==> src/rtl/div_seq.sv <==
// =============================================================================
// div_seq : sequential signed restoring divider, one quotient bit per clock
// Revision: 1.0
// =============================================================================
`default_nettype none

module div_seq #(
    parameter int BITS = 32
) (
    input  logic            clock,
    input  logic            reset,
    input  logic            start,
    input  logic [BITS-1:0] a,
    input  logic [BITS-1:0] b,
    output logic [BITS-1:0] hi,
    output logic [BITS-1:0] low,
    output logic            busy,
    output logic            done,
    output logic            div_zero
);

    localparam int CW = $clog2(BITS);

    typedef enum logic [1:0] {
        IDLE = 2'd0,
        RUN  = 2'd1,
        FIX  = 2'd2
    } state_t;

    state_t          state_q, state_d;
    logic            qneg_q, qneg_d;
    logic            rneg_q, rneg_d;
    logic [BITS-1:0] dvs_q, dvs_d;
    logic [BITS-1:0] quo_q, quo_d;
    logic [BITS-1:0] rem_q, rem_d;
    logic [CW-1:0]   cnt_q, cnt_d;
    logic [BITS-1:0] hi_q, hi_d;
    logic [BITS-1:0] low_q, low_d;
    logic            busy_q, busy_d;
    logic            done_q, done_d;
    logic            dz_q, dz_d;

    // The stored remainder is always below |b|, so only the shifted value
    // needs the extra top bit.
    logic [BITS:0]   rem_sh;
    logic            rem_ge;

    assign rem_sh = {rem_q, quo_q[BITS-1]};
    assign rem_ge = (rem_sh >= {1'b0, dvs_q});

    always_comb begin
        state_d = state_q;
        qneg_d  = qneg_q;
        rneg_d  = rneg_q;
        dvs_d   = dvs_q;
        quo_d   = quo_q;
        rem_d   = rem_q;
        cnt_d   = cnt_q;
        hi_d    = hi_q;
        low_d   = low_q;
        busy_d  = busy_q;
        done_d  = 1'b0;
        dz_d    = 1'b0;

        case (state_q)
            IDLE: begin
                // busy while idle marks a divide-by-zero accepted last edge
                if (busy_q) begin
                    done_d = 1'b1;
                    dz_d   = 1'b1;
                    busy_d = 1'b0;
                end else if (start) begin
                    qneg_d = a[BITS-1] ^ b[BITS-1];
                    rneg_d = a[BITS-1];
                    dvs_d  = b[BITS-1] ? -b : b;
                    quo_d  = a[BITS-1] ? -a : a;
                    rem_d  = '0;
                    cnt_d  = '0;
                    busy_d = 1'b1;
                    if (b != '0) begin
                        state_d = RUN;
                    end
                end
            end
            RUN: begin
                rem_d = rem_ge ? rem_sh[BITS-1:0] - dvs_q : rem_sh[BITS-1:0];
                quo_d = {quo_q[BITS-2:0], rem_ge};
                cnt_d = cnt_q + 1'b1;
                if (cnt_q == CW'(BITS - 1)) begin
                    state_d = FIX;
                end
            end
            FIX: begin
                low_d   = qneg_q ? -quo_q : quo_q;
                hi_d    = rneg_q ? -rem_q : rem_q;
                done_d  = 1'b1;
                busy_d  = 1'b0;
                state_d = IDLE;
            end
            default: begin
                state_d = IDLE;
            end
        endcase
    end

    always_ff @(posedge clock or negedge reset) begin
        if (!reset) begin
            state_q <= IDLE;
            qneg_q  <= 1'b0;
            rneg_q  <= 1'b0;
            dvs_q   <= '0;
            quo_q   <= '0;
            rem_q   <= '0;
            cnt_q   <= '0;
            hi_q    <= '0;
            low_q   <= '0;
            busy_q  <= 1'b0;
            done_q  <= 1'b0;
            dz_q    <= 1'b0;
        end else begin
            state_q <= state_d;
            qneg_q  <= qneg_d;
            rneg_q  <= rneg_d;
            dvs_q   <= dvs_d;
            quo_q   <= quo_d;
            rem_q   <= rem_d;
            cnt_q   <= cnt_d;
            hi_q    <= hi_d;
            low_q   <= low_d;
            busy_q  <= busy_d;
            done_q  <= done_d;
            dz_q    <= dz_d;
        end
    end

    assign hi       = hi_q;
    assign low      = low_q;
    assign busy     = busy_q;
    assign done     = done_q;
    assign div_zero = dz_q;

endmodule

`default_nettype wire

==> config.mk <==
export PLATFORM = sky130hd
export DESIGN_NAME = div_seq
export DESIGN_NICKNAME = d
export VERILOG_FILES = /design/src/rtl/div_seq.sv
export SDC_FILE = /design/constraint.sdc
export NUM_CORES = 1
export LEC_CHECK = 0
export BUFFER_PORTS_ARGS = -buffer_cell sky130_fd_sc_hd__buf_2
export CAP_MARGIN = 20
export CORE_MARGIN = 2
export CORE_UTILIZATION = 50
export DETAILED_ROUTE_END_ITERATION = 10
export PLACE_DENSITY = 0.7
export SLEW_MARGIN = 30
export SYNTH_ARGS = -nofsm -noshare
export SYNTH_HDL_FRONTEND = slang
export SYNTH_SLANG_ARGS = --single-unit
export TNS_END_PERCENT = 1
==> constraint.sdc <==
create_clock -name clock -period 3.3 [get_ports clock]
set_input_delay 0.66 -clock clock [delete_from_list [all_inputs] [get_ports clock]]
set_output_delay 0.66 -clock clock [all_outputs]
set_load 0.005 [all_outputs]
==> run_results.csv <==
group,metric,value,unit
global_routing,grt_pass1_wl,47.64,mm
route,vias,9728,
floorplanning,ios,134,
synth,synth_top_family_by_area,"compound AO/OA/AOI/OAI gates",
cells_and_area,drive_above_1_share,17.08,%
route,via_per_inst,5.794,
synth,synthAdderAreaFrac,4.503,%
cells_and_area,final_area,12740,um^2
cells_and_area,diodes,0,
floorplanning,rows,54,
route,wl_per_cell,17.00,um
timing,worst_slew_pin_slew,0.7387,ns
synth,yosys.area_share.simple,17.61,%
synth,yosysWarnings,0,
synth,synthMuxAreaShare,0.8187,%
pwr,ir_drop,618.2,uV
synth,yosysSeqAreaShare,39.12,%
placement,dpl.hpwl,21.16,mm
timing,rsz0062_at_grt,"no",
run,max_cap_violations,0,
clocking,ctsResizeCount,0,
synth,synthCells,1264,
hold_path,hold_path.class,"primary input to async pin",
clocking,path_clk_slew,0.07,ns
synth,yosysUniqueCellTypes,68,
status,status,"finished, final reports clean",
critical_path,crit_arrival,3.49,ns
global_routing,antenna_found_initial,0,
floorplanning,dieArea,23210,um^2
clocking,h-tree-depth,4,
timing,fin_crit_sh,94.88,%
floorplanning,coreArea,21690,um^2
floorplanning,fp.dieH,152.3,um
critical_path,crit_slowest_cell,"or4_1",
synth,synth.area.top_cells,"dfrtp_1 39%, xor2_1 9.1%, o21ai_0 7.4%",
clocking,cts_root_buffer,"clkbuf_16",
critical_path,cp-start-kind,"register",
synth,syn-cell-area,11000,um^2
cells_and_area,syn2layout_area_growth,15.75,%
synth,syn_nets,1370,
route,drtPass1Iterations,5,
global_routing,gr-total-overflow,0,
placement,place_ws,0.08851,ns
clocking,clk_latency,0.43,ns
critical_path,cp_slowest_stage_delay,0.46,ns
cells_and_area,nets,1494,
timing,slew-limit-headroom,50.75,%
placement,io_buffers,133,
timing,hold_viol_final,0,
global_routing,track_usage,24.95,%
critical_path,crit_top_cell,"inv_1",
synth,syn_area_per_cell,8.705,um^2
clocking,numCtsBuffers,17,
clocking,postCtsSetupBuffers,0,
timing,period_minus_slack,3.131,ns
timing,finalMaxSlewViolations,0,
clocking,clock_path_buffers,2,
timing,setup_tns,0,ns
critical_path,critPathKind,"register to register",
pwr,pwr_density_cell,1036,nW/um^2
route,drc_errors,0,
synth,synth_xor_area_share,11.06,%
synth,ys_ff_latch,172,
critical_path,worstPathMaxFanout,4,
clocking,hold_buffers,0,
synth,synth_compound_area_share,22.52,%
floorplanning,die_w,152.3,um
synth,yosys_most_used_dff,"dfrtp_1",
timing,hold-worst-slack,0.2286,ns
critical_path,cp.required,3.66,ns
synth,synth_area_leader_cell,"dfrtp_1",
timing,setup_viol_count_final,0,
pwr,leakage,0.005782,uW
timing,max_freq,319.4,MHz
route,final_antenna_net_count,0,
synth,synth_edf_count,0,
critical_path,path_cells,"inv_1, ha_1, inv_1, fa_1, a21o_1, a221oi_1, buf_4, o21ai_1, a221o_1, nand4_1, a31oi_1, or4_1, nand2_1",
placement,placed_area,12150,um^2
route,initialDrtViolationCount,714,
synth,async_flop_share,100.0,%
clocking,cts_tree,"done",
global_routing,grt_max_degree,100,
pwr,total_power,13200,uW
critical_path,crit_path_end_kind,"register",
placement,gp_congestion,0.9464,
global_routing,grt_pass1_vias,9252,
route,wirelength,28.55,mm
synth,yosys.area.top_type_share,39.12,%
floorplanning,initial_core_util,50.73,%
timing,skew,0.007949,ns
timing,timing.final.ws_setup,0.1689,ns
clocking,cts.sinks,172,
## cells in the final DEF (no fill, tap or decap), drive strengths merged, types with 28 or more instances in the layout
cell type,synthesis,routed
o31ai,39,39
o21ai,185,185
buf,10,183
nand2,190,190
nor2,30,30
nand3,46,46
dfrtp,172,172
ha,38,38
a21oi,28,28
xor2,114,114
inv,49,53
## state kept, by name, summed over array words and instances, names as in the netlist, 2 cells and up
signal / flops
dvs_q: 32
hi: 32
low: 32
quo_q: 32
rem_q: 32
cnt_q: 5
state_q: 2
## report_power, final
part           internal (uW)  total (uW)  switching [uW]
clock                   1060        1950             891
sequential              2880        3690             813
combinational           3230        7560            4320
## cell usage after synthesis, types with 4 or more instances
cell / number
nand2_1: 190
dfrtp_1: 172
o21ai_0: 163
xor2_1: 114
clkbuf_1: 68
inv_1: 49
nand3_1: 46
ha_1: 38
o31ai_1: 38
nor2_1: 30
a21oi_1: 27
a22oi_1: 26
xnor2_1: 25
o21ai_1: 22
or4_1: 16
nand4_1: 15
o311ai_0: 15
o41ai_1: 15
nor3_1: 13
nor4_1: 13
a32oi_1: 11
nand2b_1: 11
nor2b_1: 11
or3_1: 10
mux2i_1: 9
a21o_1: 8
buf_1: 7
o21a_1: 7
a211oi_1: 6
a31oi_1: 6
and2_1: 5
and3_1: 5
nand3b_1: 5
or2_2: 5
a211o_1: 4
or4_4: 4
## worst paths after layout
kind,start,endpoint,slack (ns),depth (start not counted)
min in group clock,hi[5],hi[5],0.47,2
max in group asynchronous,reset,dvs_q[22],2.17,2
min,reset,low[6],0.23,1
min reg2reg,hi[5],hi[5],0.47,2
max,quo_q[31],rem_q[24],0.17,13
max reg2reg,quo_q[31],rem_q[24],0.17,13
## worst max-delay path, delay by kind of cell, from the launching register on
| kind | cells | cell delay, ns |
|---|---|---|
| AO/OA/AOI/OAI | 5 | 1.08 |
| AND/OR/NAND/NOR | 3 | 0.68 |
| adder cells (fa/ha/maj) | 2 | 0.56 |
| flip-flops | 1 | 0.40 |
| buffers and inverters | 3 | 0.34 |
## logic make-up (layout without fill, tap and decap cells)
kind of cell | after synthesis | after routing
buf+inv | 127 | 262
mux | 9 | 9
simple gates | 393 | 393
xor+xnor | 139 | 139
fa+ha+maj | 39 | 39
flops | 172 | 172
compound gates | 385 | 385
## layout make-up
type                       count  area [um^2]
clock buffer                  18        439.2
clock inverter                12        116.4
fill                        1995         8952
inverter                      49        183.9
multi-input combinational    965         6248
sequential                   172         4305
tap                          280        350.3
timing repair buffer         183         1092
## layer usage
metal,track usage [%],vias to the layer above,routed length [um]
met5,0,-,0
met4,5.964,0,437
met3,3.840,33,1756
met2,37.54,289,12520
met1,37.91,4578,13830
li1,-,4828,-
## per-stage QoR
stage,std cells,util (%)
after floorplan,1264,-
after global placement,1648,56.03
after detailed placement,1648,56.03
after CTS,1678,58.59
after global routing,1679,58.72
final,1679,58.72
No activity file was read; power rests on OpenSTA's default activity.
